<file path="config.mk">
export PLATFORM = sky130hd
export DESIGN_NAME = my_dmux_stream
export DESIGN_NICKNAME = d
export VERILOG_FILES = /design/src/rtl/my_dmux_stream.sv
export SDC_FILE = /design/constraint.sdc
export NUM_CORES = 1
export LEC_CHECK = 0
export ABC_AREA = 0
export BUFFER_PORTS_ARGS = -buffer_cell sky130_fd_sc_hd__buf_2
export CORE_UTILIZATION = 46
export DETAILED_ROUTE_END_ITERATION = 6
export GPL_TIMING_DRIVEN = 1
export PLACE_DENSITY = 0.94
export SETUP_SLACK_MARGIN = 0.1
export SLEW_MARGIN = 20
export SYNTH_ARGS = -nofsm -noshare
export SYNTH_HDL_FRONTEND = slang
export SYNTH_SLANG_ARGS = --single-unit
</file>
<file path="constraint.sdc">
create_clock -name clk -period 2.5 [get_ports clk]
set_input_delay 0.75 -clock clk [delete_from_list [all_inputs] [get_ports clk]]
set_output_delay 0.75 -clock clk [all_outputs]
set_load 0.05 [all_outputs]
</file>
<file path="src/rtl/my_dmux_stream.sv">
// Routes one word from the input stream to one way, or to all ways when MY_DMUX_STREAM_BCAST_EN is defined.
// Latency 1: an accepted word appears on out_valid the next cycle; 1 word/cycle when the target way is ready.
// Backpressure: in_ready is low while any pending way will still be pending after this edge.
module my_dmux_stream #(
   parameter int WIDTH = 8,
   parameter int WAYS  = 8,
   parameter int SEL_W = 3
) (
   input  logic             clk,
   input  logic             reset,
   input  logic [WIDTH-1:0] in_data,
   input  logic [SEL_W-1:0] in_sel,
`ifdef MY_DMUX_STREAM_BCAST_EN
   input  logic             in_bcast,
`endif
   input  logic             in_valid,
   output logic             in_ready,
   output logic [WIDTH-1:0] out_data,
   output logic [WAYS-1:0]  out_valid,
   input  logic [WAYS-1:0]  out_ready,
   output logic             busy
);

   logic [WIDTH-1:0] data_q;
   logic [WAYS-1:0]  pend_q;
   logic [WAYS-1:0]  remaining;
   logic [WAYS-1:0]  new_mask;
   logic             accept;

   // Ways still waiting after this edge; out_ready on idle ways drops out here.
   assign remaining = pend_q & ~out_ready;
   assign in_ready  = (remaining == '0);
   assign accept    = in_valid & in_ready;

   // Destination mask for an incoming word: one-hot, or all ways on broadcast.
   always_comb begin
      new_mask = {{(WAYS-1){1'b0}}, 1'b1} << in_sel;
`ifdef MY_DMUX_STREAM_BCAST_EN
      if (in_bcast) begin
         new_mask = '1;
      end
`endif
   end

   // Holding register and pending mask; a new accept overrides the clearing of delivered bits.
   always_ff @(posedge clk) begin
      if (reset) begin
         data_q <= '0;
         pend_q <= '0;
      end else if (accept) begin
         data_q <= in_data;
         pend_q <= new_mask;
      end else begin
         pend_q <= remaining;
      end
   end

   assign out_data  = data_q;
   assign out_valid = pend_q;
   assign busy      = |pend_q;

endmodule

</file>
==> out/metrics.csv, run 1 <==
stage;metric;value;unit
route;wl_per_cell;12.7;um
worst_hold_path;hold-path-endpoint;out_data[3];
cts;postCtsHoldBufs;0;
global_route;first_global_vias;646;
global_route;grt_max_degree;27;
cts;cts-root-buf;clkbuf_4;
pwr;switchingPower;191;uW
global_route;use_met2;32.2;%
layout;drive_above_1_share;43.4;%
cts;ctsResizeCount;0;
critical_path;rrSetupSlack;1.22;ns
pwr;power_frac_seq;45.9;%
sta;min_period;2.33;ns
pwr;clkPwrFrac;28.8;%
die;num_rows;14;
layout;postLayoutCellArea;973;um^2
critical_path;endpoint_kind;output port;
synthesis;yosys.area.top_type;dfxtp_1;
pwr;p_leak;0.462;nW
pwr;vdd_ir_drop_max;349;uV
die;die_h;42.1;um
synthesis;netlist_area;741;um^2
sta;fin_skew;0.00304;ns
global_route;grtUsageMet1;22.6;%
pwr;p_int;408;uW
die;fp.dieArea;1770;um^2
synthesis;synth_most_common_cell;nand2b_1;
route;route.detailed.drc;0;
cts;cts_sinks;16;
job;max_cap_viol_count;0;
layout;syn2layout_area_growth;31.4;%
critical_path;criticalPathCategory;in2out;
critical_path;crit_required;1.75;ns
route;vias;707;
synthesis;syn_avg_cell_area;10.1;um^2
global_route;top_usage_layer;met2;
route;firstDrtPassIters;4;
synthesis;synth-edff-count;0;
synthesis;post_synth_inst_count;73;
route;wl;1640;um
sta;finalHoldViolCount;0;
global_route;antenna_found_initial;0;
die;core;1510;um^2
sta;slew_viol_final;0;
sta;setup_viol;0;
sta;worst_pin_slew;0.351;ns
synthesis;synth_area_leaders;dfxtp_1 43%, nand2b_1 23%, mux2i_1 11%;
cts;ctsHtreeMaxLevel;1;
global_route;grt_pass1_wl;2610;um
cts;cts_setup_buffers;0;
cts;clk_pin_slew;0.10;ns
sta;fmax;429;MHz
worst_hold_path;hold_path.class;reg2reg;
synthesis;ys_ff_latch;16;
place;placed_area;937;um^2
outcome;status;finished clean;
critical_path;path_max_fanout;3;
global_route;use_met3;3.02;%
worst_hold_path;hold_depth;2;
place;port_buffers;39;
sta;tns;0;ns
pwr;p_comb_share;25.2;%
synthesis;synth_nets;95;
route;vias_per_cell;5.48;
synthesis;synth_ff_type;dfxtp_1;
critical_path;r2r-end;out_valid[0];
place;gp_congestion;0.803;
die;die_w;42.1;um
global_route;gr-usage-all-layers;18.7;%
pwr;swShare;31.9;%
critical_path;r2r_start;out_valid[3];
cts;cts_tree;yes;
pwr;powerDensity;615;nW/um^2
sta;relSlewSlack;76.4;%
layout;nets;136;
critical_path;reg2regPathDepth;4;
global_route;gr-total-overflow;0;
route;initialDrtViolationCount;18;
synthesis;synthTopCellsByCount;27 x nand2b_1, 16 x dfxtp_1, 8 x mux2i_1, 8 x o32ai_1;
layout;num-fill-cells;118;
cts;cts_buffers;3;
synthesis;ys_warn_count;0;
route;final_antenna_net_count;0;
layout;antenna_cells;0;
sta;period_share;93.3;%
synthesis;yosysUniqueCellTypes;13;
die;initial_core_util;49.2;%
worst_hold_path;hold_start;out_data[3];
synthesis;ys_seq_area_share;43.2;%
critical_path;cp-start-kind;input port;
synthesis;synth_top_cell_area_share;43.2;%
synthesis;async_flop_share;0;%
critical_path;critPathArrivalTime;1.58;ns
cts;clk_latency;0.28;ns
sta;rsz0062_at_grt;no;
layout;fin_util;64.6;%
cts;cts_buffer_depth;2;
die;io_pins;40;
cell families (layout without fill, tap and decap cells):
logic type	count (synthesis)	after routing	synth area share [%]
AO/OA/AOI/OAI	8	8	9.46
buffers and inverters	3	43	2.53
flip-flops	16	16	43.2
multiplexers	8	8	10.8
AND/OR/NAND/NOR	38	38	34.0
routing by layer:
| layer | up-vias | share of wire [%] |
|---|---|---|
| met3 | 6 | 4.8 |
| met5 | - | 0 |
| met4 | 0 | 2.1 |
| met1 | 328 | 44 |
| li1 | 340 | - |
| met2 | 33 | 49 |
worst max-delay path, stage by stage:
cell and delay [ns]:
buf_2 0.07, nand2b_1 0.14, and4_4 0.25, and2_1 0.12
buf_2 0.25
stage by stage:
step	hold WS [ns]	worst slack [ns]	cells	power [mW]
global route	0.508	0.136	129	0.622
CTS	0.483	0.162	129	0.600
global placement	0.456	0.201	125	0.428
finish	0.479	0.167	129	0.598
detailed placement	0.468	0.164	125	0.431
floorplan	0.693	0.237	73	0.393
power by group through the flow:
stage | registers [mW] | logic (mW) | clock network, mW
2_1_floorplan | 0.327 | 0.0663 | 0
5_1_grt | 0.277 | 0.159 | 0.186
3_5_place_dp | 0.281 | 0.150 | 0
4_1_cts | 0.275 | 0.151 | 0.174
6_report | 0.275 | 0.151 | 0.172
3_3_place_gp | 0.280 | 0.148 | 0
placed cells by master (no fill, tap or decap):
| cell | n |
|---|---|
| and2_1 | 1 |
| nand2_1 | 2 |
| dfxtp_1 | 16 |
| or2_2 | 2 |
| nand2b_1 | 27 |
| buf_2 | 39 |
| nand3_2 | 1 |
| and3_4 | 1 |
| mux2i_1 | 8 |
| and4_4 | 2 |
| clkbuf_8 | 1 |
| clkbuf_4 | 3 |
| nor4_1 | 2 |
| o32ai_1 | 8 |
final cells by class:
| class | instances | area (um^2) | area share, % |
|---|---|---|---|
| clock buffers | 4 | 36.3 | 3.73 |
| well taps | 16 | 20.0 | 2.06 |
| multi-input cells | 54 | 402 | 41.3 |
| flip-flops and latches | 16 | 320 | 32.9 |
| repair buffers | 39 | 195 | 20.1 |
sequential cells by signal (all words and copies together), names as in the netlist:
register / flops
out_data: 8
out_valid: 8
how the worst max path moves through the flow:
stage                          end  depth (start not counted)         start  slack (ns)
after floorplan           in_ready                          3  out_ready[4]        0.24
after global placement    in_ready                          5  out_ready[2]        0.20
after detailed placement  in_ready                          5  out_ready[2]        0.16
after CTS                 in_ready                          5  out_ready[2]        0.16
after global routing      in_ready                          5  out_ready[2]        0.14
final                     in_ready                          5  out_ready[3]        0.17
(Power assumes the default switching activity.)
==> inputs of run 2 (changes only) <==
CORE_UTILIZATION = 42   (was 46)
PLACE_DENSITY = 0.88   (was 0.94)
clock period = 2.4 ns   (was 2.5 ns; I/O delays follow)
==> run 2 against run 1 <==
  * The run now ends with DRC left
  * Routed wire length grew 0.31%
  * Utilization shrank 3.7 points
  * Register-to-register slack lost 0.08 ns
  * Non-clock buffer count is the same
  * Clock skew grew 0.0017 ns
  * Sequential power grew 4%
  * Total power shrank 2.7%
  * Sequential cell count is the same
  * First-iteration DRC count shrank 28%
  * Via count shrank 5.5%
  * Cell area shrank 1.4%
  * Critical path type unchanged
  * Largest power group unchanged
==> out/metrics.csv, run 2 (synthesis gave the netlist of run 1 again) <==
stage;metric;value;unit;change
sta;fin_skew;0.00473;ns;+0.00169 ns
global_route;grt_max_degree;27;;unchanged
layout;layout_common_cells;39 x buf_2, 27 x nand2b_1, 16 x dfxtp_1;;
critical_path;crit_required;1.68;ns;-0.07 ns
global_route;gr-usage-all-layers;18.2;%;-0.44 points
outcome;status;finished, violations left;;
sta;relSlewSlack;73.4;%;-3.0 points
global_route;top_usage_layer;met2;;
outcome;violations;DRC;;
layout;layout_commonest_cell;buf_2;;
route;route.detailed.drc;4;;+4
sta;min_period;2.26;ns;
sta;holdWs;0.478;ns;-0.000931 ns
layout;antenna_cells;0;;unchanged
layout;nets;136;;unchanged
sta;tns;0;ns;unchanged
cts;cts-root-buf;clkbuf_4;;
pwr;p_leak;0.455;nW;-1.6%
critical_path;cp-start-kind;input port;;
sta;fmax;442;MHz;
layout;syn2layout_area_growth;29.6;%;
die;fp.dieArea;1940;um^2;+9.1%
sta;setup_slack;0.137;ns;-0.0305 ns
layout;ff_latch_area;320;um^2;unchanged
cts;ctsHtreeMaxLevel;1;;unchanged
route;vias;668;;-5.5%
die;initial_core_util;47.0;%;-2.2 points
route;wl;1640;um;+0.31%
die;core;1580;um^2;+4.7%
global_route;first_global_vias;618;;-4.3%
route;firstDrtPassIters;6;;+2
job;max_cap_viol_count;0;;unchanged
die;io_pins;40;;unchanged
route;final_antenna_net_count;0;;unchanged
cts;cts_sinks;16;;unchanged
layout;fin_util;60.9;%;-3.7 points
pwr;powerDensity;607;nW/um^2;-1.3%
cts;clk_pin_slew;0.09;ns;about the same
cts;cts_setup_buffers;0;;unchanged
critical_path;critPathArrivalTime;1.54;ns;-0.04 ns
critical_path;path_max_fanout;3;;unchanged
global_route;use_met3;2.50;%;-0.52 points
cts;clk_latency;0.28;ns;about the same
place;dp_slack;0.143;ns;-0.0208 ns
route;vias_per_cell;5.22;;-4.8%
worst_hold_path;hold_path.class;reg2reg;;
place;port_buffers;39;;unchanged
sta;rsz0062_at_grt;no;;
place;gp_congestion;0.803;;about the same
global_route;gr-total-overflow;0;;unchanged
layout;drive_above_1_share;42.9;%;-0.51 points
cts;cts_buffers;3;;unchanged
cts;ctsResizeCount;0;;unchanged
layout;multi_input_area;402;um^2;unchanged
sta;period_share;94.3;%;
cts;cts_buffer_depth;2;;unchanged
sta;finalHoldViolCount;0;;unchanged
critical_path;endpoint_kind;output port;;
die;die_w;44.0;um;+4.4%
global_route;antenna_found_initial;0;;unchanged
die;die_h;44.0;um;+4.4%
sta;slew_viol_final;0;;unchanged
sta;setup_viol;0;;unchanged
critical_path;criticalPathCategory;in2out;;
sta;worst_pin_slew;0.395;ns;+0.0440 ns
cts;postCtsHoldBufs;0;;unchanged
route;wl_per_cell;12.8;um;+1.1%
global_route;use_met2;28.4;%;-3.8 points
pwr;vdd_ir_drop_max;298;uV;-14%
cts;cts_tree;yes;;
global_route;grtUsageMet1;24.8;%;+2.2 points
die;num_rows;14;;unchanged
route;initialDrtViolationCount;13;;-5
global_route;grt_pass1_wl;2600;um;-0.27%
layout;num-fill-cells;142;;+20%
==> run 2: final timing paths <==
| path | from | end | slack, ns | cells past startpoint |
|---|---|---|---|---|
| max reg2reg | out_valid[2] | out_data[4] | 1.14 | 4 |
| max | out_ready[6] | in_ready | 0.14 | 5 |
| min | out_data[3] | out_data[3] | 0.48 | 2 |
| min reg2reg | out_data[3] | out_data[3] | 0.48 | 2 |
==> run 2: power by group <==
part	switching (mW)	internal [mW]	total, mW	leakage, nW
combinational	0.104	0.0532	0.157	0.310
sequential	0.00752	0.279	0.287	0.131
clock	0.0802	0.0581	0.138	0.0138
total	0.192	0.391	0.582	0.455
==> run 2: stage by stage <==
step | area (um^2) | instances | total power [mW]
floorplan | 741 | 73 | 0.410
global placement | 937 | 125 | 0.446
detailed placement | 937 | 125 | 0.450
CTS | 960 | 128 | 0.588
global route | 960 | 128 | 0.608
finish | 960 | 128 | 0.582
==> run 2: cell type report <==
class,count,share of cell area [%]
clock buffer,3,2.35
multi-input combinational,54,41.9
timing repair buffer,39,20.3
tap,16,2.09
sequential,16,33.4
==> run 2: critical path, stage by stage <==
cell      delay, ns
buf_2          0.09
nand2b_1       0.13
and4_4         0.23
and2_1         0.12
buf_2          0.25
==> run 2: layer usage <==
layer | routed length [um] | up-vias
met1 | 780 | 302
met5 | 0 | -
met3 | 78 | 2
li1 | - | 342
met4 | 19 | 0
met2 | 766 | 22
==> inputs of run 3 (changes only) <==
ABC_AREA = 1   (was 0)
CORE_UTILIZATION = 46   (was 42)
PLACE_DENSITY = 0.89   (was 0.88)
==> run 3 against run 2 <==
  * The run now ends clean
  * Critical endpoint unchanged
  * Critical path type unchanged
  * Largest power group is now combinational logic
  * Cell count increased by 74%
  * Clock power increased by 31%
  * Non-clock buffer count increased by 2
==> out/metrics.csv, run 3 <==
stage;metric;value;unit;change
sta;period_share;92.7;%;-1.6 points
route;initialDrtViolationCount;14;;+1
die;die_h;47.5;um;+8.0%
cts;cts-root-buf;clkbuf_4;;
critical_path;crit_required;1.68;ns;about the same
sta;relSlewSlack;70.0;%;-3.4 points
sta;fin_skew;0.00830;ns;+0.00357 ns
die;num_rows;16;;+2
critical_path;endpoint_kind;output port;;
worst_hold_path;hold_path.class;reg2reg;;
critical_path;path_max_fanout;2;;-1
die;io_pins;40;;unchanged
global_route;grt_max_degree;18;;-33%
route;vias;1019;;+53%
cts;clk_pin_slew;0.09;ns;about the same
global_route;gr-total-overflow;0;;unchanged
global_route;antenna_found_initial;0;;unchanged
sta;rsz0062_at_grt;no;;
critical_path;cp_num_buf_inv;3;;+1
cts;cts_buffer_depth;2;;unchanged
global_route;gr-usage-all-layers;19.6;%;+1.3 points
die;core;1960;um^2;+24%
die;initial_core_util;48.5;%;+1.5 points
synthesis;ys_ff_latch;16;;unchanged
route;final_antenna_net_count;0;;unchanged
synthesis;ys_warn_count;0;;unchanged
synthesis;ys_seq_area_share;33.6;%;-9.6 points
cts;cts_setup_buffers;0;;unchanged
sta;holdWs;0.510;ns;+0.0324 ns
cts;clk_latency;0.29;ns;about the same
synthesis;synth-edff-count;0;;unchanged
sta;fmax;449;MHz;+1.7%
layout;drive_above_1_share;28.1;%;-15 points
sta;slew_viol_final;0;;unchanged
cts;ctsHtreeMaxLevel;1;;unchanged
sta;tns;0;ns;unchanged
outcome;status;finished clean;;
synthesis;synth_nets;179;;+88%
place;gp_congestion;0.747;;-7.0%
synthesis;yosys.area.top_type;dfxtp_1;;
route;route.detailed.drc;0;;-4
die;die_w;47.5;um;+8.0%
layout;syn2layout_area_growth;28.6;%;
layout;layout_common_cells;42 x inv_1, 41 x nand2_1, 38 x buf_2;;
synthesis;synth_most_common_cell;inv_1;;
synthesis;yosysUniqueCellTypes;13;;unchanged
sta;min_period;2.22;ns;-0.0385 ns
route;wl_per_cell;9.03;um;-30%
synthesis;syn_avg_cell_area;6.06;um^2;-40%
synthesis;synth_ff_type;dfxtp_1;;
global_route;grt_pass1_wl;3040;um;+17%
layout;layout_commonest_cell;inv_1;;
critical_path;cp-start-kind;input port;;
synthesis;async_flop_share;0;%;unchanged
cts;cts_tree;yes;;
layout;nets;219;;+61%
sta;worst_pin_slew;0.449;ns;+0.0548 ns
synthesis;synth_top_cell_area_share;33.6;%;-9.6 points
critical_path;cp.depth;6;;+1
layout;num-fill-cells;209;;+47%
worst_hold_path;hold_depth;4;;+2
synthesis;synthTopCellsByCount;44 x inv_1, 43 x nand2_1, 16 x dfxtp_1, 16 x nand4_1, 16 x nor2_1;;
sta;setup_viol;0;;unchanged
pwr;powerDensity;937;nW/um^2;+55%
critical_path;path_delay_family;simple AND/OR/NAND/NOR gates;;
global_route;first_global_vias;772;;+25%
pwr;p_leak;0.774;nW;+70%
pwr;vdd_ir_drop_max;501;uV;+68%
layout;antenna_cells;0;;unchanged
critical_path;cpMaxStageDelayCell;nor4_4;;
synthesis;post_synth_inst_count;157;;+120%
critical_path;reg2regPathDepth;7;;+3
route;wl;2010;um;+23%
place;dp_hpwl;1550;um;
layout;ff_latch_area;320;um^2;unchanged
cts;cts_sinks;16;;unchanged
layout;multi_input_area;453;um^2;+13%
cts;postCtsHoldBufs;0;;unchanged
critical_path;path_cells;buf_2 -> inv_2 -> nand2_1 -> nand2_2 -> nor4_4 -> buf_6;;
synthesis;netlist_area;952;um^2;+29%
critical_path;criticalPathCategory;in2out;;
sta;finalHoldViolCount;0;;unchanged
cts;cts_buffers;3;;unchanged
route;vias_per_cell;4.57;;-12%
synthesis;synth_area_leaders;dfxtp_1 34%, inv_1 17%, nand2_1 17%;;
critical_path;critPathArrivalTime;1.50;ns;-0.04 ns
job;max_cap_viol_count;0;;unchanged
place;port_buffers;39;;unchanged
critical_path;critPathMaxStageDelay;0.31;ns;+0.06 ns
die;fp.dieArea;2260;um^2;+17%
route;firstDrtPassIters;4;;-2
==> run 3: cell types whose count changed in the layout (fill, tap and decap cells not counted), moves of 16 or more <==
cell and delta:
inv_1 +42, nand2_1 +39, nor2_1 +16, nand2b_1 -27
nand4_1 +16
==> run 3: final timing paths <==
kind / endpoint / from / slack (ns)
worst max-delay path: in_ready / out_ready[7] / 0.18
worst min-delay path: out_data[6] / out_data[6] / 0.51
worst max register to register: out_valid[0] / out_valid[6] / 1.05
worst min register to register: out_data[6] / out_data[6] / 0.51
==> run 3: what timing repair did <==
action,in CTS,in global routing
resized for setup,1,2
hold endpoints to repair,0,0
pin swaps,0,1
endpoints found under the setup margin,1,1
==> run 3: metal layers <==
layer  track usage, %  share of wire [%]  routed length (um)
met3             4.53                3.7                  75
met2             36.4                 51                1030
met1             21.6                 44                 894
met5                0                  0                   0
met4             6.86               0.74                  15
==> run 3: cells by family after synthesis <==
logic type / after synthesis / synth area share, %
and+or+nand+nor: 91 / 45.5
DFF: 16 / 33.6
buffers and inverters: 50 / 20.9
==> run 3: where the power goes <==
group / internal, mW / leakage, nW / switching [mW]
combinational: 0.177 / 0.621 / 0.449
sequential: 0.315 / 0.132 / 0.0269
clock: 0.0924 / 0.0210 / 0.0882
total: 0.584 / 0.774 / 0.565
==> run 3: per-stage QoR <==
stage / util [%] / instance area, um^2 / worst slack (ns) / std cells / power (mW)
floorplan: - / 970 / 0.104 / 157 / 0.840
global placement: 60.1 / 1180 / 0.144 / 219 / 0.954
detailed placement: 60.1 / 1180 / 0.0914 / 219 / 0.964
CTS: 62.1 / 1220 / 0.152 / 223 / 1.15
global route: 62.4 / 1220 / 0.105 / 223 / 1.24
finish: 62.4 / 1220 / 0.175 / 223 / 1.15
==> run 3: final cells by class <==
| class | instances | share of cell area [%] |
|---|---|---|
| multi-input combinational | 91 | 37.0 |
| sequential | 16 | 26.1 |
| timing repair buffer | 41 | 17.7 |
| inverter | 44 | 13.5 |
| clock buffer | 4 | 2.96 |
| tap | 27 | 2.76 |
==> run 3: worst reg2reg max path: stages, from the launching register on <==
cell	delay [ns]
dfxtp_1	0.33
nand2_1	0.08
nand2_1	0.14
nor2_4	0.25
nand3_4	0.23
nand2_1	0.12
inv_1	0.04
nor2_1	0.08
